==> src/rtl/mips_mem_pkg.sv <==
// Shared encodings and default widths for the unified-memory arbiter.
package mips_mem_pkg;

  localparam int DW_DEF = 32;
  localparam int AW_DEF = 10;

  typedef enum logic [1:0] {
    IDLE  = 2'd0,
    ISSUE = 2'd1,
    WAIT  = 2'd2,
    RESP  = 2'd3
  } state_t;

  typedef enum logic {
    OWN_IF = 1'b0,
    OWN_DM = 1'b1
  } owner_t;

endpackage

==> src/rtl/mips_mem_arbiter.sv <==
// Serialises fetch and data accesses onto one fixed-latency single-port word memory,
// with data-side priority and a starvation bound that eventually forces a fetch grant.
module mips_mem_arbiter
  import mips_mem_pkg::*;
#(
  parameter int DW         = DW_DEF,
  parameter int AW         = AW_DEF,
  parameter int MEM_LAT    = 1,
  parameter int STARVE_MAX = 4
) (
  input  logic          clk1,
  input  logic          rst_n,
  input  logic          if_req,
  input  logic [AW-1:0] if_addr,
  output logic          if_gnt,
  output logic          if_rvalid,
  output logic [DW-1:0] if_rdata,
  input  logic          dm_req,
  input  logic          dm_we,
  input  logic [AW-1:0] dm_addr,
  input  logic [DW-1:0] dm_wdata,
  output logic          dm_gnt,
  output logic          dm_rvalid,
  output logic [DW-1:0] dm_rdata,
  output logic          mem_en,
  output logic          mem_we,
  output logic [AW-1:0] mem_addr,
  output logic [DW-1:0] mem_wdata,
  input  logic [DW-1:0] mem_rdata,
  output logic          busy
);

  localparam int LAT_W    = $clog2(MEM_LAT + 1);
  localparam int STARVE_W = $clog2(STARVE_MAX + 1);

  state_t                state_reg, state_next;
  owner_t                owner_reg;
  logic                  we_reg;
  logic [LAT_W-1:0]      lat_cnt_reg;
  logic [STARVE_W-1:0]   starve_cnt_reg;
  logic                  grant;
  logic                  last_wait;

  assign grant     = if_gnt | dm_gnt;
  assign last_wait = (state_reg == WAIT) && (lat_cnt_reg == LAT_W'(1));

  // Grants are gated by rst_n so nothing is granted while reset is held.
  always_comb begin
    state_next = state_reg;
    if_gnt     = 1'b0;
    dm_gnt     = 1'b0;
    case (state_reg)
      IDLE, RESP: begin
        state_next = IDLE;
        if (rst_n && if_req && (!dm_req || starve_cnt_reg == STARVE_W'(STARVE_MAX))) begin
          if_gnt     = 1'b1;
          state_next = ISSUE;
        end else if (rst_n && dm_req) begin
          dm_gnt     = 1'b1;
          state_next = ISSUE;
        end
      end
      ISSUE:   state_next = WAIT;
      WAIT:    if (last_wait) state_next = RESP;
      default: state_next = IDLE;
    endcase
  end

  always_ff @(posedge clk1 or negedge rst_n) begin
    if (!rst_n) state_reg <= IDLE;
    else        state_reg <= state_next;
  end

  // The mem_* registers double as the latched command; they clear when no grant is taken.
  always_ff @(posedge clk1 or negedge rst_n) begin
    if (!rst_n) begin
      owner_reg      <= OWN_IF;
      we_reg         <= 1'b0;
      lat_cnt_reg    <= '0;
      starve_cnt_reg <= '0;
      mem_en         <= 1'b0;
      mem_we         <= 1'b0;
      mem_addr       <= '0;
      mem_wdata      <= '0;
      if_rdata       <= '0;
      dm_rdata       <= '0;
    end else begin
      mem_en    <= grant;
      mem_we    <= dm_gnt & dm_we;
      mem_addr  <= if_gnt ? if_addr : (dm_gnt ? dm_addr : '0);
      mem_wdata <= dm_gnt ? dm_wdata : '0;
      if (grant) begin
        owner_reg <= if_gnt ? OWN_IF : OWN_DM;
        we_reg    <= dm_gnt & dm_we;
      end

      if (state_reg == ISSUE)     lat_cnt_reg <= LAT_W'(MEM_LAT);
      else if (state_reg == WAIT) lat_cnt_reg <= lat_cnt_reg - LAT_W'(1);

      if (last_wait) begin
        if (owner_reg == OWN_IF) if_rdata <= mem_rdata;
        else if (!we_reg)        dm_rdata <= mem_rdata;
      end

      if (if_gnt)
        starve_cnt_reg <= '0;
      else if (dm_gnt && if_req && starve_cnt_reg != STARVE_W'(STARVE_MAX))
        starve_cnt_reg <= starve_cnt_reg + STARVE_W'(1);
    end
  end

  assign if_rvalid = (state_reg == RESP) && (owner_reg == OWN_IF);
  assign dm_rvalid = (state_reg == RESP) && (owner_reg == OWN_DM);
  assign busy      = (state_reg == ISSUE) || (state_reg == WAIT);

endmodule
==> config.mk <==
export PLATFORM = sky130hd
export DESIGN_NAME = mips_mem_arbiter
export DESIGN_NICKNAME = d
export VERILOG_FILES = /design/src/rtl/mips_mem_pkg.sv /design/src/rtl/mips_mem_arbiter.sv
export SDC_FILE = /design/constraint.sdc
export NUM_CORES = 1
export LEC_CHECK = 0
export CAP_MARGIN = 20
export CORE_MARGIN = 3
export CORE_UTILIZATION = 45
export DETAILED_ROUTE_END_ITERATION = 8
export DONT_BUFFER_PORTS = 1
export GPL_ROUTABILITY_DRIVEN = 0
export PLACE_DENSITY = 0.58
export SYNTH_ARGS = -nofsm -noshare
export SYNTH_HDL_FRONTEND = slang
export SYNTH_SLANG_ARGS = --single-unit
==> constraint.sdc <==
create_clock -name clk1 -period 2.63 [get_ports clk1]
set_input_delay 0.263 -clock clk1 [delete_from_list [all_inputs] [get_ports clk1]]
set_output_delay 0.263 -clock clk1 [all_outputs]
set_load 0.01 [all_outputs]
==> Yosys cells after proc, flatten, opt, wreduce, memory -nomap -nowiden <==
Cells that the tools add are included.
{ "word_totals": {"reg_bits": 116, "inputBits": 89, "out_inout_bits": 113, "wordCells": 57} }
{ "op_classes": {"addsub": 2, "n_eq_ne": 6, "mux": 17, "bitwise_logic": 4, "reduce_logical": 17} }
{ "op_table": {"columns": ["cell", "count"], "rows": [
  ["two-way mux 32 bit", 1],
  ["two-way mux 10 bit", 2],
  ["two-way mux 1 bit", 10],
  ["logical AND 1 bit", 8],
  ["two-way mux 3 bit", 2],
  ["case mux 2 bit (3 select lines)", 1],
  ["equality test 2 bit, second input constant", 2],
  ["nonzero test 2 bit", 2],
  ["adder 3 x 1 -> 3 bit, second input constant", 1],
  ["equality test 3 bit, second input constant", 1],
  ["inequality test 3 bit, second input constant", 1],
  ["AND reduction 3 bit", 1],
  ["equality test 2 x 1 -> 1 bit, second input constant", 1],
  ["logical NOT 2 bit", 1],
  ["logical OR 1 bit", 2],
  ["two-way mux 2 bit", 1],
  ["inequality test 2 bit, second input constant", 1],
  ["NOT 1 bit", 2],
  ["AND reduction 2 bit", 1],
  ["OR reduction 2 bit", 1],
  ["bitwise AND 1 bit", 1],
  ["logical NOT 1 bit", 1],
  ["OR 1 bit", 1],
  ["subtractor 1 bit, second input constant", 1]
]} }

==> Longest topological paths before layout <==
{ "depth": {"ltp_word": 9, "ltp_mapped": 7} }

==> Worst setup path after synthesis <==
Ideal clock, no wire load.
{ "synth_timing": {"path_kind": "register to output", "start": "register state_reg[0]", "end": "output dm_gnt", "arrival_time_ns": 1.327, "required_ns": 2.367, "path_slack_ns": 1.040, "stages_incl_launch_ff": 7, "path_buffers": 2, "path_cell_list": "dfrtp_1 -> inv_1 -> ha_1 -> buf_4 -> nand3_2 -> a31oi_4 -> buf_4"} }
{ "synth_via": {"elab_chain_cells": 3} }
{ "synth_lines": {"columns": ["element", "line_no", "text"], "rows": [
  ["from (decl)", "mips_mem_arbiter.sv:36", "state_t state_reg, state_next;"],
  ["from (signal assigned)", "mips_mem_arbiter.sv:71", "else state_reg <= state_next;"],
  ["equality test 2 bit / logical NOT 2 bit (equally long branches)", "mips_mem_arbiter.sv:52", "case (state_reg)"],
  ["OR reduction 2 bit *", "mips_mem_arbiter.sv:52", null],
  ["two-way mux 1 bit *", "mips_mem_arbiter.sv:52", null],
  ["to (decl)", "mips_mem_arbiter.sv:22", "output logic dm_gnt,"]
]} }
Mark *: on every way between the ends. The rest lies on a longest branch, timed or not.

==> Worst setup path in the final report <==
{ "layout_timing": {"start": "register state_reg[0]", "end": "register mem_addr[5]"} }
{ "layout_via": {"elab_chain_cells": 5} }
{ "layout_lines": {"columns": ["element", "line_no", "text"], "rows": [
  ["equality test 2 bit / logical NOT 2 bit (equally long branches)", "mips_mem_arbiter.sv:52", null],
  ["OR reduction 2 bit *", "mips_mem_arbiter.sv:52", null],
  ["two-way mux 1 bit *", "mips_mem_arbiter.sv:52", null],
  ["net dm_gnt", "mips_mem_arbiter.sv:22", null],
  ["two-way mux 10 bit * (2 in series)", "mips_mem_arbiter.sv:90", "mem_addr <= if_gnt ? if_addr : (dm_gnt ? dm_addr : '0);"],
  ["to (signal assigned)", "mips_mem_arbiter.sv:90", null],
  ["to (decl)", "mips_mem_arbiter.sv:27", "output logic [AW-1:0] mem_addr,"]
]} }
The timed path passes the listed nets; every way through them passes the cells marked *.
A chain may end at the register's enable or synchronous reset.

==> flow_summary.json <==
{
  "critical_path_class": "reg -> reg",
  "n_antenna_cell": 0,
  "dieArea_mm2": 0.0108,
  "syn-instance-count": 278,
  "p_per_area_mw_per_mm2": 1200,
  "ant_nets": 0,
  "cts_tree": "done",
  "die_h_um": 104,
  "area_delta_synth_final_pct": 35.6,
  "cts_root_buffer": "clkbuf_8",
  "layout-drive-gt1-share": 0.256,
  "die_x_um": 104,
  "start_util": 0.467,
  "cts_setup_buffers": 0,
  "syn_nets": 372,
  "cts_max_level": 4,
  "setup_ws_ns": 0.171,
  "grt_usage": 0.185,
  "nFillCells": 704,
  "cts.reportedPaths.clkPinSlew_ns": 0.06,
  "most-common-layout-cells": "dfrtp_1, dlygate4sd3_1, mux2_2, and2_1, clkbuf_16",
  "cts_sinks": 116,
  "hold_buffers": 86,
  "rows": 35,
  "worstPathArrival_ns": 2.89,
  "dr.pass1.iters": 4,
  "skew_ns": 0.0175,
  "setup_viol": 0,
  "endpoint_kind": "register",
  "nets": 469,
  "rsz0062_at_grt": "false",
  "cts_inserted_buffers": 17,
  "antenna_found_initial": 0,
  "ios": 202,
  "portBuffers": 0,
  "hpwl_mm": 5.87,
  "cp.required_ns": 3.06,
  "drv_slew": 0,
  "seq_area_frac_synth": 0.670,
  "finalCriticalPeriod_ns": 2.46,
  "grt_max_degree": 120,
  "reg_top3": "dm_rdata (32), if_rdata (32), mem_wdata (32)",
  "p_leak_nw": 2.71,
  "via_per_inst": 4.99,
  "clk_latency_ns": 0.50,
  "rr_startpoint": "state_reg[0]",
  "crit_start": "state_reg[0]",
  "worstMarginPinSlew_ns": 0.449,
  "grt_first_pass_wirelength_mm": 15.5,
  "finalHoldViolCount": 116,
  "drt_wl_total_mm": 9.62,
  "peakVddDrop_uv": 496,
  "final_common_cell": "dfrtp_1",
  "grt-ovfl-total": 0,
  "slew_headroom": 0.701,
  "remaining_drc_errors": 0,
  "ys.warnings.count": 0,
  "drtIter0Drc": 107,
  "finalCritPeriodShare": 0.935,
  "cp_max_fo": 35,
  "ys_ff_latch": 116,
  "failed_checks": "negative hold slack",
  "max_freq_mhz": 407,
  "outcome": "finished with violations",
  "netlist_area_mm2": 0.00434,
  "hold_class": "in -> async",
  "utilization": 0.633,
  "coreArea_mm2": 0.00928,
  "power.total_mw": 7.08,
  "fin_hold_ws_ns": -0.540,
  "dpl_worst_slack_ns": 0.657,
  "avgSynthCellArea_um2": 15.6,
  "clk_path_buf_depth": 2,
  "wl_per_cell_um": 18.6,
  "finalSetupTns_ns": 0,
  "start_kind": "register",
  "drv_cap": 0,
  "dr_total_vias": 2577,
  "grt_pass1_vias": 2836,
  "synth.distinct_cells": 29
}
[layout make-up]
cell class,count,area (um2),share of cell area
clock inverter,10,155,0.0264
timing repair buffer,90,895,0.152
inverter,7,26.3,0.00447
tap,129,161,0.0274
sequential,116,2900,0.494
clock buffer,21,449,0.0764
multi-input combinational,143,1290,0.220
[synth_stat cells]
cell,n,share of area
buf_6,3,0.0078
a21boi_1,1,0.0017
mux2_1,4,0.010
nand4b_4,1,0.0055
a21oi_1,3,0.0035
and2_1,33,0.048
buf_4,4,0.0069
clkbuf_2,2,0.0023
o21ai_0,2,0.0023
a31oi_4,1,0.0049
inv_1,7,0.0061
nand3b_2,1,0.0026
nand3_1,1,0.0012
and2b_1,1,0.0017
nand3_2,1,0.0023
mux2_2,60,0.16
a22o_1,11,0.022
o211ai_1,1,0.0017
nand2_1,7,0.0061
a211o_1,1,0.0020
nor3_1,3,0.0035
dfrtp_1,116,0.67
ha_1,5,0.014
and2_2,1,0.0017
nor2_1,2,0.0017
clkbuf_8,3,0.0095
a31oi_1,1,0.0014
nand2b_1,1,0.0014
a21o_2,1,0.0020
[critical path: stages, from the launching register on]
cell and delay (ns):
dfrtp_1 0.38, inv_1 0.07, ha_1 0.44, nand3_2 0.13
a31oi_4 0.34, buf_6 0.28, a22o_1 0.19, dlygate4sd3_1 0.56
[routing by layer]
layer  global-route usage  vias to the layer above  routed length [um]
met5                    0                        -                   0
met1                0.201                     1283                3600
met3               0.0962                        8                1040
met2                0.305                      137                4880
met4               0.0741                        0                  97
li1                     -                     1149                   -
[what timing repair did]
action / 4_1_cts / 5_1_grt
gates resized for setup: 0 / 1
hold endpoints to repair: 225 / 116
endpoints found under the setup margin: 0 / 10
[final timing paths]
kind / endpoint / slack, ns / cells after the start
setup / recovery: mem_addr[5] / 0.17 / 7
hold / removal: if_rdata[7] / -0.54 / 0
setup reg to reg: mem_addr[5] / 0.17 / 7
hold reg to reg: we_reg / 0.52 / 1
max in group asynchronous: dm_rdata[15] / 3.00 / 0
min in group clk1: starve_cnt_reg[1] / 0.07 / 3
[cell families (layout without fill, tap and decap cells)]
family / count (synthesis) / count (layout) / share of synthesized area
buf+inv: 19 / 128 / 0.0326
compound gates: 22 / 22 / 0.0418
mux: 64 / 64 / 0.166
flops: 116 / 116 / 0.670
simple gates: 52 / 52 / 0.0753
fa+ha+maj: 5 / 5 / 0.0144
[per-stage QoR]
stage               cell area [um2]  std cells
floorplan                      4340        278
global placement               4410        399
detailed placement             4410        399
CTS                            5880        516
global route                   5880        516
finish                         5880        516
[power by group]
| part | switching, mW | internal (mW) |
|---|---|---|
| sequential | 0.796 | 2.49 |
| combinational | 0.593 | 0.882 |
| clock | 0.745 | 1.58 |
| total | 2.13 | 4.94 |
(Power assumes the default switching activity.)
